File: src/rtl/byte_encode_if.sv
// byte_encode_if: bundles the control, coefficient-input and byte-output handshakes of
// byte_encode.
//   i_start / i_d                  : request to encode one polynomial at d bits per coefficient
//   i_coeff / i_coeff_valid / o_coeff_ready : coefficient stream into the packer
//   o_byte / o_byte_valid / i_byte_ready    : packed byte stream out of the packer
//   o_busy / o_done / o_err        : status (running, last byte sent, start rejected)
// master: the side that feeds coefficients and consumes bytes. slave: the encoder.
interface byte_encode_if;
    logic        i_start;
    logic [3:0]  i_d;
    logic [11:0] i_coeff;
    logic        i_coeff_valid;
    logic        o_coeff_ready;
    logic [7:0]  o_byte;
    logic        o_byte_valid;
    logic        i_byte_ready;
    logic        o_busy;
    logic        o_done;
    logic        o_err;

    modport master (
        output i_start, i_d, i_coeff, i_coeff_valid, i_byte_ready,
        input  o_coeff_ready, o_byte, o_byte_valid, o_busy, o_done, o_err
    );

    modport slave (
        input  i_start, i_d, i_coeff, i_coeff_valid, i_byte_ready,
        output o_coeff_ready, o_byte, o_byte_valid, o_busy, o_done, o_err
    );
endinterface

File: src/rtl/byte_encode.sv
// byte_encode: packs NCOEFF coefficients of d bits each (d in {1,4,5,10,11,12}) into an
// LSB-first byte stream.
// Ports:
//   i_clk  : clock, all state on the rising edge
//   i_rstn : asynchronous active-low reset
//   bus    : byte_encode_if.slave (start/d, coefficient stream, byte stream, status)
// A 19-bit accumulator holds the not-yet-emitted bits. Coefficients are accepted only while
// fewer than 8 bits are pending, and bytes are offered only while 8 or more are pending, so
// the two handshakes never fire in the same cycle.
module byte_encode #(
    parameter int unsigned NCOEFF = 256
) (
    input logic          i_clk,
    input logic          i_rstn,
    byte_encode_if.slave bus
);
    localparam int unsigned CntW = $clog2(NCOEFF + 1);

    typedef enum logic [1:0] {StIdle, StRun, StDrain, StDone} state_e;

    state_e          state_q, state_d;
    logic [18:0]     acc_q, acc_d;
    logic [4:0]      bcnt_q, bcnt_d;
    logic [CntW-1:0] cnt_q, cnt_d;
    logic [3:0]      d_q, d_d;
    logic            err_q, err_d;

    logic        coeff_ready;
    logic        byte_valid;
    logic        coeff_fire;
    logic        byte_fire;
    logic [11:0] mask;
    logic [18:0] coeff_bits;

    function automatic logic d_legal(input logic [3:0] d);
        case (d)
            4'd1, 4'd4, 4'd5, 4'd10, 4'd11, 4'd12: d_legal = 1'b1;
            default:                               d_legal = 1'b0;
        endcase
    endfunction

    assign coeff_ready = (state_q == StRun) && (bcnt_q < 5'd8) && (cnt_q < CntW'(NCOEFF));
    assign byte_valid  = ((state_q == StRun) || (state_q == StDrain)) && (bcnt_q >= 5'd8);
    assign coeff_fire  = coeff_ready && bus.i_coeff_valid;
    assign byte_fire   = byte_valid && bus.i_byte_ready;

    // d_q never exceeds 12, so the 13-bit shift cannot overflow.
    assign mask       = 12'((13'd1 << d_q) - 13'd1);
    assign coeff_bits = {7'd0, bus.i_coeff & mask};

    always_comb begin
        state_d = state_q;
        acc_d   = acc_q;
        bcnt_d  = bcnt_q;
        cnt_d   = cnt_q;
        d_d     = d_q;
        err_d   = 1'b0;

        // Packing datapath; only active in RUN/DRAIN through the ready/valid terms.
        if (coeff_fire) begin
            // bcnt_q < 8 here, so the shifted coefficient fits in 19 bits.
            acc_d  = acc_q | (coeff_bits << bcnt_q);
            bcnt_d = bcnt_q + {1'b0, d_q};
            cnt_d  = cnt_q + 1'b1;
        end else if (byte_fire) begin
            acc_d  = acc_q >> 8;
            bcnt_d = bcnt_q - 5'd8;
        end

        case (state_q)
            StIdle: begin
                if (bus.i_start) begin
                    if (d_legal(bus.i_d)) begin
                        state_d = StRun;
                        d_d     = bus.i_d;
                        acc_d   = '0;
                        bcnt_d  = '0;
                        cnt_d   = '0;
                    end else begin
                        err_d = 1'b1;
                    end
                end
            end
            StRun: begin
                if (cnt_d == CntW'(NCOEFF)) begin
                    state_d = StDrain;
                end
            end
            StDrain: begin
                // Second term guards against entering DRAIN with nothing pending.
                if ((byte_fire && (bcnt_d == 5'd0)) || (bcnt_q == 5'd0)) begin
                    state_d = StDone;
                end
            end
            StDone: begin
                state_d = StIdle;
            end
            default: begin
                state_d = StIdle;
            end
        endcase
    end

    always_ff @(posedge i_clk or negedge i_rstn) begin
        if (!i_rstn) begin
            state_q <= StIdle;
            acc_q   <= '0;
            bcnt_q  <= '0;
            cnt_q   <= '0;
            d_q     <= '0;
            err_q   <= 1'b0;
        end else begin
            state_q <= state_d;
            acc_q   <= acc_d;
            bcnt_q  <= bcnt_d;
            cnt_q   <= cnt_d;
            d_q     <= d_d;
            err_q   <= err_d;
        end
    end

    assign bus.o_coeff_ready = coeff_ready;
    assign bus.o_byte_valid  = byte_valid;
    assign bus.o_byte        = acc_q[7:0];
    assign bus.o_busy        = (state_q == StRun) || (state_q == StDrain);
    assign bus.o_done        = (state_q == StDone);
    assign bus.o_err         = err_q;
endmodule

File: src/flat_wrapper.sv
// flat-port wrapper written by rule: the top's interface ports become plain ports
module byte_encode_flat 
#(
    parameter int unsigned NCOEFF = 256
)
  (i_clk, i_rstn, bus_i_start, bus_i_d, bus_i_coeff, bus_i_coeff_valid, bus_i_byte_ready, bus_o_coeff_ready, bus_o_byte, bus_o_byte_valid, bus_o_busy, bus_o_done, bus_o_err);
  byte_encode_if bus_i ();
  input logic i_clk;
  input logic i_rstn;
  input wire logic [$bits(bus_i.i_start)-1:0] bus_i_start;
  input wire logic [$bits(bus_i.i_d)-1:0] bus_i_d;
  input wire logic [$bits(bus_i.i_coeff)-1:0] bus_i_coeff;
  input wire logic [$bits(bus_i.i_coeff_valid)-1:0] bus_i_coeff_valid;
  input wire logic [$bits(bus_i.i_byte_ready)-1:0] bus_i_byte_ready;
  output wire logic [$bits(bus_i.o_coeff_ready)-1:0] bus_o_coeff_ready;
  output wire logic [$bits(bus_i.o_byte)-1:0] bus_o_byte;
  output wire logic [$bits(bus_i.o_byte_valid)-1:0] bus_o_byte_valid;
  output wire logic [$bits(bus_i.o_busy)-1:0] bus_o_busy;
  output wire logic [$bits(bus_i.o_done)-1:0] bus_o_done;
  output wire logic [$bits(bus_i.o_err)-1:0] bus_o_err;
  assign bus_i.i_start = bus_i_start;
  assign bus_i.i_d = bus_i_d;
  assign bus_i.i_coeff = bus_i_coeff;
  assign bus_i.i_coeff_valid = bus_i_coeff_valid;
  assign bus_i.i_byte_ready = bus_i_byte_ready;
  assign bus_o_coeff_ready = bus_i.o_coeff_ready;
  assign bus_o_byte = bus_i.o_byte;
  assign bus_o_byte_valid = bus_i.o_byte_valid;
  assign bus_o_busy = bus_i.o_busy;
  assign bus_o_done = bus_i.o_done;
  assign bus_o_err = bus_i.o_err;
  byte_encode #(.NCOEFF(NCOEFF)) u_core (.i_clk(i_clk), .i_rstn(i_rstn), .bus(bus_i));
endmodule
File: config.mk
export PLATFORM = sky130hd
export DESIGN_NAME = byte_encode_flat
export DESIGN_NICKNAME = d
export VERILOG_FILES = /design/src/rtl/byte_encode_if.sv /design/src/rtl/byte_encode.sv /design/src/flat_wrapper.sv
export SDC_FILE = /design/constraint.sdc
export NUM_CORES = 1
export LEC_CHECK = 0
export ABC_CLOCK_PERIOD_IN_PS = 3000
export BUFFER_PORTS_ARGS = -buffer_cell sky130_fd_sc_hd__buf_2
export CORE_MARGIN = 1.5
export CORE_UTILIZATION = 56
export CTS_BUF_LIST = sky130_fd_sc_hd__clkbuf_2 sky130_fd_sc_hd__clkbuf_4 sky130_fd_sc_hd__clkbuf_8
export CTS_CLUSTER_DIAMETER = 200
export DETAILED_ROUTE_END_ITERATION = 10
export GPL_ROUTABILITY_DRIVEN = 0
export PLACE_DENSITY = 0.79
export SLEW_MARGIN = 5
export SYNTH_ARGS = -nofsm -noshare
export SYNTH_HDL_FRONTEND = slang
export SYNTH_SLANG_ARGS = --single-unit
File: constraint.sdc
create_clock -name i_clk -period 3 [get_ports i_clk]
set_clock_uncertainty 0.05 [all_clocks]
set_input_delay 0.6 -clock i_clk [delete_from_list [all_inputs] [get_ports i_clk]]
set_output_delay 0.6 -clock i_clk [all_outputs]
set_load 0.05 [all_outputs]
# Word-level counts from Yosys, hierarchy flattened
# Cells that the tools add are included.
[op_classes]
n_shift = 2
bitwise = 2
n_eq_ne = 14
n_reduce_logical = 14
add_sub_neg = 4
muxes = 25
n_lt_le_gt_ge = 3
[ops]
columns = ["op", "count"]
rows = [
  ["$mux W19", 5],
  ["$mux W9", 4],
  ["$mux W5", 5],
  ["$or A19 B19 Y19", 1],
  ["$shl A12 B5 Y19", 1],
  ["$and A12 B12 Y12", 1],
  ["$eq A4 B4 Y1 const B", 3],
  ["$shl A1 B4 Y12 const A", 1],
  ["$sub A12 B1 Y12 const B", 1],
  ["$logic_not A5 Y1", 2],
  ["$add A9 B1 Y9 const B", 1],
  ["$eq A9 B9 Y1 const B", 1],
  ["$lt A9 B9 Y1 const B", 1],
  ["$eq A4 B3 Y1 const B", 2],
  ["$mux W2", 4],
  ["$pmux W2 S4", 1],
  ["$logic_and A1 B1 Y1", 6],
  ["$mux W1", 6],
  ["$reduce_or A6 Y1", 1],
  ["$add A5 B4 Y5", 1],
  ["$ge A5 B4 Y1 const B", 1],
  ["$lt A5 B4 Y1 const B", 1],
  ["$sub A5 B4 Y5 const B", 1],
  ["$eq A2 B2 Y1 const B", 2],
  ["8 further kinds", 11],
]
[word_totals]
output_inout_bits = 13
register_bits = 40
word_cells = 70

# Longest topological paths before layout
# Gate-level depths: netlist of the first run.
[depth]
ltp_word = 11
mapped_depth = 13
depth_no_buf = 10

# Worst setup path after synthesis of the first run
# OpenSTA, ideal clock, no wires.
[synth_path]
path_kind = "register to register"
startpoint = "register u_core.d_q[1]"
endpoint = "register u_core.acc_q[14]"
stages_incl_launch_ff = 11
setup_time_ps = 124
synth_period_minus_slack_ps = 3101
t_arrival_ps = 2927
path_slack_ps = -101
cell_sequence = "dfrtp_1 buf_2 or4_1 ha_1 buf_1 nand2_1 a21oi_1 a311o_1 mux4_2 and3_1 o31a_1"
[synth_via]
elab_chain_len = 9
[synth_rtl]
columns = ["item", "line_no", "source"]
rows = [
  ["from (decl)", "byte_encode.sv:25", "logic [3:0] d_q, d_d;"],
  ["from (signal assigned)", "byte_encode.sv:110", "d_q <= '0;"],
  ["from (signal assigned)", "byte_encode.sv:117", "d_q <= d_d;"],
  ["$shl A1 B4 Y12 *", "byte_encode.sv:48", "assign mask = 12'((13'd1 << d_q) - 13'd1);"],
  ["$sub A12 B1 Y12 *", "byte_encode.sv:48", ""],
  ["$and A12 B12 Y12 *", "byte_encode.sv:49", "assign coeff_bits = {7'd0, bus.i_coeff & mask};"],
  ["$shl A12 B5 Y19 *", "byte_encode.sv:62", "acc_d = acc_q | (coeff_bits << bcnt_q);"],
  ["$or A19 B19 Y19 *", "byte_encode.sv:62", ""],
  ["$mux W19 *", "byte_encode.sv:60", "if (coeff_fire) begin"],
  ["$mux W19", "byte_encode.sv:73", "if (d_legal(bus.i_d)) begin"],
  ["$mux W19", "byte_encode.sv:72", "if (bus.i_start) begin"],
  ["$mux W19 *", "byte_encode.sv:70", "case (state_q)"],
  ["net u_core.acc_d[14]", "byte_encode.sv:22", "logic [18:0] acc_q, acc_d;"],
  ["to (signal assigned)", "byte_encode.sv:107", "acc_q <= '0;"],
  ["to (signal assigned)", "byte_encode.sv:114", "acc_q <= acc_d;"],
  ["to (decl)", "byte_encode.sv:22", ""],
]
# Mark *: on every way through the listed nets, which the timed path passes. The rest lies on a longest branch.
# A chain may end at the register's enable or synchronous reset.

# Worst setup path after layout of the first run
[layout_path]
startpoint = "register u_core.d_q[3]"
endpoint = "register u_core.acc_q[14]"
# Same word-level chain as after synthesis.

==> results of run 1 <==
-- per-stage QoR --
stage | utilization | power, mW
after floorplan | - | 3.043
after global placement | 0.6341 | 3.599
after detailed placement | 0.6341 | 3.673
after CTS | 0.6497 | 4.052
after global routing | 0.6562 | 4.475
final | 0.6562 | 4.166
-- worst register-to-register path: stages, from the launching register on --
cell and delay, ns:
dfrtp_1 0.39, or4_4 0.57, ha_4 0.21, and2_4 0.15, o211ai_1 0.20, nand2_1 0.07, a31o_2 0.25, mux4_2 0.50
and3_4 0.20, o31a_1 0.22
-- final cells by class --
type                    instances  area [um^2]  share of cell area
repair buffers                 56        337.8             0.09181
multi-input cells             324         2115              0.5746
flip-flops and latches         40         1001              0.2720
well taps                      72        90.09             0.02448
inverters                      13        48.80             0.01326
clock inverters                 3        18.77            0.005100
clock buffers                   5        68.82             0.01870
-- cells by family after synthesis --
logic type / count (synthesis)
buffers and inverters: 52
AOI/OAI and AO/OA: 114
adders and majority gates: 14
and+or+nand+nor: 166
muxes: 19
DFF: 40
xor gates and xnor gates: 11
-- flip-flops by register name (all words and copies together) (netlist names) --
signal	flops
u_core.bus.o_err	1
u_core.acc_q	19
u_core.d_q	4
u_core.bcnt_q	5
u_core.state_q	2
u_core.cnt_q	9
-- power groups by stage --
stage | logic, mW | clock network, mW | registers (mW)
global placement | 2.78 | 0 | 0.822
detailed placement | 2.84 | 0 | 0.829
finish | 2.98 | 0.369 | 0.820
CTS | 2.86 | 0.372 | 0.819
floorplan | 2.23 | 0 | 0.809
global route | 3.23 | 0.402 | 0.843
-- synthesized netlist by cell type (6+ instances only) --
cell type  count  share of area
dfrtp_1       40           0.30
o21ai_0       21          0.032
nor3_1        13          0.020
ha_1          13          0.049
nand3_1       12          0.018
nor2_1        41          0.046
a31oi_1       11          0.021
a21oi_1       29          0.044
nand2_1       56          0.063
and3_1         6          0.011
nor2b_1        6          0.011
clkbuf_1      25          0.028
xor2_1         6          0.016
buf_4          8          0.018
inv_1         11          0.012
mux2i_1       11          0.033
-- metal layers --
| metal | vias up | routed length, um | track usage |
|---|---|---|---|
| li1 | 1551 | - | - |
| met1 | 1564 | 3826 | 0.3978 |
| met2 | 147 | 4034 | 0.4681 |
| met5 | - | 0 | 0 |
| met3 | 8 | 620 | 0.04114 |
| met4 | 0 | 58 | 0.06379 |
-- timing repair --
| item | in CTS | in global routing |
|---|---|---|
| setup buffers | 0 | 1 |
| endpoints found under the hold margin | 0 | 0 |
| gates resized for setup | 0 | 5 |
| setup endpoints to repair | 0 | 8 |
| hold buffers | 0 | 0 |
-- worst paths after layout --
path                                    endpoint              from  cells past startpoint
max in group asynchronous        u_core.acc_q[5]            i_rstn                      1
worst max-delay path            u_core.acc_q[14]     u_core.d_q[3]                      9
worst min register to register  u_core.acc_q[12]  u_core.acc_q[12]                      1
worst max register to register  u_core.acc_q[14]     u_core.d_q[3]                      9
min in group i_clk                 u_core.d_q[0]        bus_i_d[0]                      3
worst min-delay path               u_core.d_q[1]            i_rstn                      1
==> metrics, run 1 <==
Sw Ratio 0.5218; Area growth, synth to finish 10.98%; Vias roughly 3300; post-synthesis compound-gate area fraction 0.2313; worst vdd ir ~0.8 mV; max-cap violations 0; nets@finish 475; Avg Cell Area, Syn approximately 8.0 um^2; Post-DP Area 3556 um^2; worst skew pair latency ~0.30 ns; final cell count without fillers around 510; Place WS 0.03191 ns; die width about 80 um; yosys warns 0; initial core utilization 0.5913; num rows 27; Worst EP required roughly 3.1 ns; CTS sink cnt 40; Finish-stage setup viols 0; Max Freq around 340 MHz; Post-Synth Adder-Cell Area 0.05509; largest net degree at the start of global routing between 40 and 50; GR Overflow Total 0; diodes inserted 0; root buffer cell clkbuf_8; internal reg-to-reg setup slack roughly 0.086 ns; CP startpoint kind register; Simple-Gate Fraction of Synth Area 0.2411; CP peak stage delay 0.57 ns; CP bufs+invs 0; Crit. End Element register; DRC 0; cell area after synthesis 3316 um^2; ys async rst share 1.000; post-synthesis sequential area ratio 0.3019; most common cell after layout, fill and taps aside nand2_1; Die Span Y between 70 and 80 um; flops & latches, synth 40; critical path's slowest cell or4_4; Filler cells 530; Routed WL around 8.5 mm; Core Area 5608 um^2; Crit path max-delay family simple AND/OR/NAND/NOR gates; Mapped Cells 416; Placed Instances a little over 500; ys flop type dfrtp_1; Hold Vio Cnt, Final 0; worst path cell trace or4_4, ha_4, and2_4, o211ai_1, nand2_1, a31o_2, mux4_2, and3_4, o31a_1; vias in the first global route 2976; CP Max Fanout 8; clk slew on worst S/H paths approximately 0.080 ns; Switch Pwr between 2 and 2.5 mW; global-route wire length before repair 14.38 mm; Vias/cell about 6.4; post-synthesis mux area share 0.07057; EDFF count, synth 0; total track usage 0.2855; Yosys cell types 65; layout cells sized above 1 0.1905; DIE AREA roughly 6400 um^2; Sequential Power Share 0.197; antenna violations before repair 0; ANT nets after route 0; P_int between 1.5 and 2 mW; Hold WS between 0.3 and 0.4 ns; max-slew violations 0; Leak Pwr between 1.5 and 2 nW; Slew headroom 0.3778; io pins 34; outcome finished, final reports clean; cts bufs inserted 5; CTS Buffer Depth 2; Comb power frac 0.714; setup TNS 0 ns; H-tree depth 2; Crit Path Category register to register; period utilization 0.9712; DRT Pass-1 Iters 6; crit path DAT roughly 3.1 ns; Clock Power Share 0.089; Setup WS post-layout 0.08627 ns; port buffer count 33; CTS tree yes; most frequent cells in the layout nand2_1 (56), nor2_1 (41), dfrtp_1 (40), buf_2 (33), a21oi_1 (29); DP Wirelength just over 6 mm; Worst-Margin Slew 0.9333 ns; DR iter-0 viols 380; Mapped Nets between 400 and 500; final instance area approximately 3700 um^2; WL/cell about 17 um; Synth Area in XOR/XNOR 0.02906; HP Class primary input to asynchronous set/reset pin; min Tclk post-route just under 3 ns; largest family of logic cells by synthesized area simple AND/OR/NAND/NOR gates; PwrDens roughly 1100 nW/um^2
Power figures use the tool's default switching activity.
==> run 2: changes to the inputs <==
--- a/config.mk
+++ b/config.mk
@@ -7,13 +7,15 @@
 export LEC_CHECK = 0
 export ABC_CLOCK_PERIOD_IN_PS = 3000
 export BUFFER_PORTS_ARGS = -buffer_cell sky130_fd_sc_hd__buf_2
-export CORE_MARGIN = 1.5
-export CORE_UTILIZATION = 56
+export CELL_PAD_IN_SITES_DETAIL_PLACEMENT = 1
+export CELL_PAD_IN_SITES_GLOBAL_PLACEMENT = 1
+export CORE_MARGIN = 2
+export CORE_UTILIZATION = 41
 export CTS_BUF_LIST = sky130_fd_sc_hd__clkbuf_2 sky130_fd_sc_hd__clkbuf_4 sky130_fd_sc_hd__clkbuf_8
 export CTS_CLUSTER_DIAMETER = 200
 export DETAILED_ROUTE_END_ITERATION = 10
 export GPL_ROUTABILITY_DRIVEN = 0
-export PLACE_DENSITY = 0.79
+export PLACE_DENSITY_LB_ADDON = 0.1
 export SLEW_MARGIN = 5
 export SYNTH_ARGS = -nofsm -noshare
 export SYNTH_HDL_FRONTEND = slang
==> run 2 against run 1 <==
Compared with the run above:
- clock power rose by 33%
- sequential power is 1% higher
- setup slack worse by 0.037 ns
- register-to-register slack worse by 0.04 ns
- critical path depth is 1 higher
==> metrics, run 2 (synthesized netlist as in run 1, its figures left out) <==
Vias 3203; Crit path max-delay family simple AND/OR/NAND/NOR gates; die width 93.93 um; H-tree depth 2; DIE AREA just under 9000 um^2; io pins 34; Hold Vio Cnt, Final 0; port buffer count 33; Biggest register u_core.acc_q; critical path's slowest cell or4_4; final instance area approximately 3800 um^2; ANT nets after route 0; period utilization 0.9834; CTS sink cnt 40; Largest register FFs 19; most common cell after layout, fill and taps aside nand2_1; worst vdd ir ~0.6 mV; nets@finish approximately 480; cts bufs inserted 5; largest net degree at the start of global routing 41; Worst-Margin Slew roughly 0.96 ns; Post-DP Area about 3600 um^2; antenna violations before repair 0; min Tclk post-route roughly 3.0 ns; Final Util 0.4897; reg2reg start u_core.d_q[1]; crit path DAT between 3 and 4 ns; RSZ-0062 raised after global routing true; Place WS -0.06594 ns; global-route wire length before repair between 15 and 20 mm; Area growth, synth to finish 14.72%; DP Wirelength 7.218 mm; Worst EP required approximately 3.2 ns; Setup WS post-layout between 0.04 and 0.05 ns; Most common cell on crit path or4_4; DRC 0; CP Max Fanout 6; most frequent cells in the layout nand2_1 (56), nor2_1 (41), dfrtp_1 (40), buf_2 (33), a21oi_1 (28); Crit. End Element register; max-cap violations 0; PwrDens around 1200 nW/um^2; DRT Pass-1 Iters 4; Max Freq 339.0 MHz; CTS Hold Bufs 0; CP bufs+invs 2; diodes inserted 0; clk slew on worst S/H paths 0.09 ns; total track usage 0.2400; layout cells sized above 1 0.2022; Slew headroom 0.3583; num rows 32; HP Class primary input to asynchronous set/reset pin; vias in the first global route ~3300; Die Span Y approximately 94 um; worst skew pair latency about 0.3 ns; Largest regs u_core.acc_q x19, u_core.cnt_q x9, u_core.bcnt_q x5; CTS Buffer Depth 2; CTS tree yes; DR iter-0 viols 150; Finish-stage setup viols 0; GR Overflow Total 0; total power about 4.4 mW; max-slew violations 0; WL/cell about 18 um; CP startpoint kind register; worst path cell trace or4_4, ha_4, buf_4, or4_4, a21boi_2, o31ai_4, mux4_2, inv_1, a222oi_1, nor3_1; initial core utilization 0.4269; Leak Pwr 1.714 nW; Routed WL about 10 mm; Placed Instances between 500 and 600; Core Area about 7800 um^2; CP peak stage delay ~0.56 ns; root buffer cell clkbuf_8; Vias/cell 5.856; final cell count without fillers about 550; outcome finished, final reports clean; CP startpoint u_core.d_q[1]; Crit Path Category register to register
run 2: worst register-to-register path, cell delays in order (launching register included):
cell and delay, ns:
dfrtp_1 0.38, or4_4 0.56, ha_4 0.19, buf_4 0.15
or4_4 0.43, a21boi_2 0.19, o31ai_4 0.11, mux4_2 0.47
inv_1 0.09, a222oi_1 0.06, nor3_1 0.19
run 2: cell type report:
class,instances,area (um^2)
Clock buffer,6,82.58
Inverter,13,48.80
Sequential cell,40,1001
Tap cell,102,127.6
Multi-Input combinational cell,324,2137
Fill cell,962,3964
Clock inverter,2,38.79
Timing Repair Buffer,60,367.9
run 2: stage by stage:
step / hold slack [ns] / setup TNS [ns]
floorplan: 0.2544 / 0
global placement: 0.4400 / 0
detailed placement: 0.4636 / -0.06594
CTS: 0.4296 / 0
global route: 0.4715 / -0.08095
finish: 0.3942 / 0
run 2: where the power goes:
group	switching (mW)	internal, mW
combinational	1.92	1.17
sequential	0.129	0.703
clock	0.217	0.273
run 2: routing by layer:
metal,GRT usage,vias up,part of all wire
li1,-,1553,-
met1,0.3199,1583,0.48
met2,0.4113,51,0.48
met3,0.03130,16,0.025
met4,0.05918,0,0.018
met5,0,-,0
run 2: repair_timing:
action                                 CTS  global route
setup endpoints to repair                1             7
gates resized for setup                  6             3
pin swaps                                3             3
endpoints found under the hold margin    0             0
buffers inserted                         3             0
run 2: final timing paths:
check	to	slack, ns	cells past startpoint
max in group asynchronous	u_core.d_q[0]	1.90	1
hold reg to reg	u_core.acc_q[13]	0.48	2
setup reg to reg	u_core.acc_q[15]	0.05	10
hold / removal	u_core.acc_q[2]	0.39	1
min in group i_clk	u_core.d_q[0]	0.47	3
setup / recovery	u_core.acc_q[15]	0.05	10
==> run 3: changes to the inputs <==
--- a/config.mk
+++ b/config.mk
@@ -7,16 +7,13 @@
 export LEC_CHECK = 0
 export ABC_CLOCK_PERIOD_IN_PS = 3000
 export BUFFER_PORTS_ARGS = -buffer_cell sky130_fd_sc_hd__buf_2
-export CELL_PAD_IN_SITES_DETAIL_PLACEMENT = 1
-export CELL_PAD_IN_SITES_GLOBAL_PLACEMENT = 1
 export CORE_MARGIN = 2
-export CORE_UTILIZATION = 41
+export CORE_UTILIZATION = 56
 export CTS_BUF_LIST = sky130_fd_sc_hd__clkbuf_2 sky130_fd_sc_hd__clkbuf_4 sky130_fd_sc_hd__clkbuf_8
 export CTS_CLUSTER_DIAMETER = 200
 export DETAILED_ROUTE_END_ITERATION = 10
 export GPL_ROUTABILITY_DRIVEN = 0
-export PLACE_DENSITY_LB_ADDON = 0.1
-export SLEW_MARGIN = 5
+export PLACE_DENSITY = 0.79
 export SYNTH_ARGS = -nofsm -noshare
 export SYNTH_HDL_FRONTEND = slang
 export SYNTH_SLANG_ARGS = --single-unit
==> run 3 against run 2 <==
Compared with the run above:
- design area down 3.2%
- clock power down 22%
- sequential cell count unchanged
- fmax up 1.9%
- combinational power down 5%
- sequential share of layout area up 0.88 points
- critical endpoint is now u_core.acc_q[14]
==> metrics, run 3 (synthesized netlist as in run 1, its figures left out) <==
Crit. End Element register; num rows 28; port buffer count 33; global-route wire length before repair 14.16 mm; Sw Ratio 0.5188; most common cell after layout, fill and taps aside nand2_1; Finish-stage setup viols 0; CP startpoint kind register; P_int 1.994 mW; initial core utilization 0.5701; RSZ-0062 raised after global routing true; DR iter-0 viols between 300 and 400; outcome finished, final reports clean; CTS tree yes; total track usage 0.2732; Crit Path Category register to register; cts bufs inserted 5; Sequential Power Share 0.198; met2 usage 0.4620; layout cells sized above 1 0.1913; Slew headroom 0.3847; CTS sink cnt 40; max-slew violations 0; io pins 34; Worst EP required approximately 3.1 ns; Final Util 0.6330; Switch Pwr about 2.1 mW; PwrDens ~1100 nW/um^2; H-tree depth 2; DRT Pass-1 Iters 6; Biggest register u_core.acc_q; Largest register FFs 19; WL/cell 16.50 um; HP Class primary input to asynchronous set/reset pin; Vias around 3300; ANT nets after route 0; nets@finish between 400 and 500; Leak Pwr approximately 1.7 nW; CTS Hold Bufs 0; Core Area roughly 5800 um^2; Comb power frac 0.709; Die Span Y roughly 80 um; max-cap violations 0; worst vdd ir about 0.8 mV; Area growth, synth to finish 11.02%; vias in the first global route 2994; diodes inserted 0; Multi-input gate area about 2100 um^2; crit path DAT 3.04 ns; met1 Usage GRT 0.3598; most frequent cells in the layout nand2_1 (56), nor2_1 (41), dfrtp_1 (40), buf_2 (33), a21oi_1 (28); GR Overflow Total 0; final cell count without fillers between 500 and 600; Clock Power Share 0.092; worst skew pair latency ~0.3 ns; DIE AREA between 6000 and 7000 um^2; Storage cell area between 1000 and 1500 um^2; Largest regs u_core.acc_q x19, u_core.cnt_q x9, u_core.bcnt_q x5; Top Usage Layer GRT met2; Routed WL 8.481 mm; grt met3 use 0.04000; DP Wirelength about 6.0 mm; Hold WS approximately 0.38 ns; largest net degree at the start of global routing a little over 40; antenna violations before repair 0; CTS Buffer Depth 2; Filler cells 530; min Tclk post-route between 2 and 3 ns; setup TNS 0 ns; die width around 81 um; period utilization 0.9655; Max Freq between 300 and 400 MHz; CP Max Fanout 8; root buffer cell clkbuf_8; clk slew on worst S/H paths about 0.08 ns; Worst-Margin Slew 0.9230 ns; Vias/cell 6.352; DRC 0; Placed Instances approximately 510; Hold Vio Cnt, Final 0
## run 3: cell types whose count changed in the layout (fill, tap and decap cells not counted), sizes merged
cell | previous run | this run
buf | 60 | 54
bufinv | 1 | 0
clkinv | 1 | 2
## run 3: path summary, 6_finish.rpt
check                                 start                to  slack, ns  depth (start not counted)
setup / recovery              u_core.d_q[0]  u_core.acc_q[14]       0.10                          9
hold / removal                       i_rstn   u_core.acc_q[4]       0.38                          1
setup reg to reg              u_core.d_q[0]  u_core.acc_q[14]       0.10                          9
hold reg to reg            u_core.acc_q[12]  u_core.acc_q[12]       0.47                          1
max in group asynchronous            i_rstn  u_core.bcnt_q[1]       1.94                          1
min in group i_clk         u_core.acc_q[12]  u_core.acc_q[12]       0.47                          1
## run 3: what timing repair did
item / in CTS / in global routing
resized for setup: 0 / 7
setup buffers: 0 / 1
endpoints found under the setup margin: 0 / 9
## run 3: area by class of cell
| type | count | area share |
|---|---|---|
| clock buffers | 6 | 0.02243 |
| clock inverters | 2 | 0.002719 |
| inverters | 13 | 0.01326 |
| multi-input cells | 324 | 0.5765 |
| flip-flops and latches | 40 | 0.2719 |
| well taps | 75 | 0.02549 |
| repair buffers | 54 | 0.08770 |
## run 3: critical path, stage by stage (launching register included)
cell,delay (ns)
dfrtp_1,0.38
or4_4,0.57
ha_4,0.21
buf_4,0.16
nand2_1,0.08
a21oi_1,0.06
a311o_1,0.35
mux4_2,0.50
and3_4,0.19
o31a_1,0.23
## run 3: power by group through the flow
| stage | Combinational (mW) | Sequential [mW] | Clock (mW) |
|---|---|---|---|
| floorplan | 2.23 | 0.809 | 0 |
| global placement | 2.74 | 0.823 | 0 |
| detailed placement | 2.80 | 0.829 | 0 |
| CTS | 2.82 | 0.820 | 0.393 |
| global route | 3.21 | 0.846 | 0.410 |
| finish | 2.94 | 0.822 | 0.382 |
## run 3: per-stage QoR
stage	setup WS, ns	instance area (um^2)	power [mW]
finish	0.1036	3681	4.143
global route	-0.02406	3681	4.466
CTS	0.01637	3637	4.031
detailed placement	0.02718	3545	3.632
global placement	0.08790	3545	3.567
floorplan	0.007517	3323	3.043
## run 3: layer usage
metal,share of wire,vias up
met5,0,-
met4,0.026,0
met3,0.060,21
met2,0.47,134
met1,0.44,1558
li1,-,1552
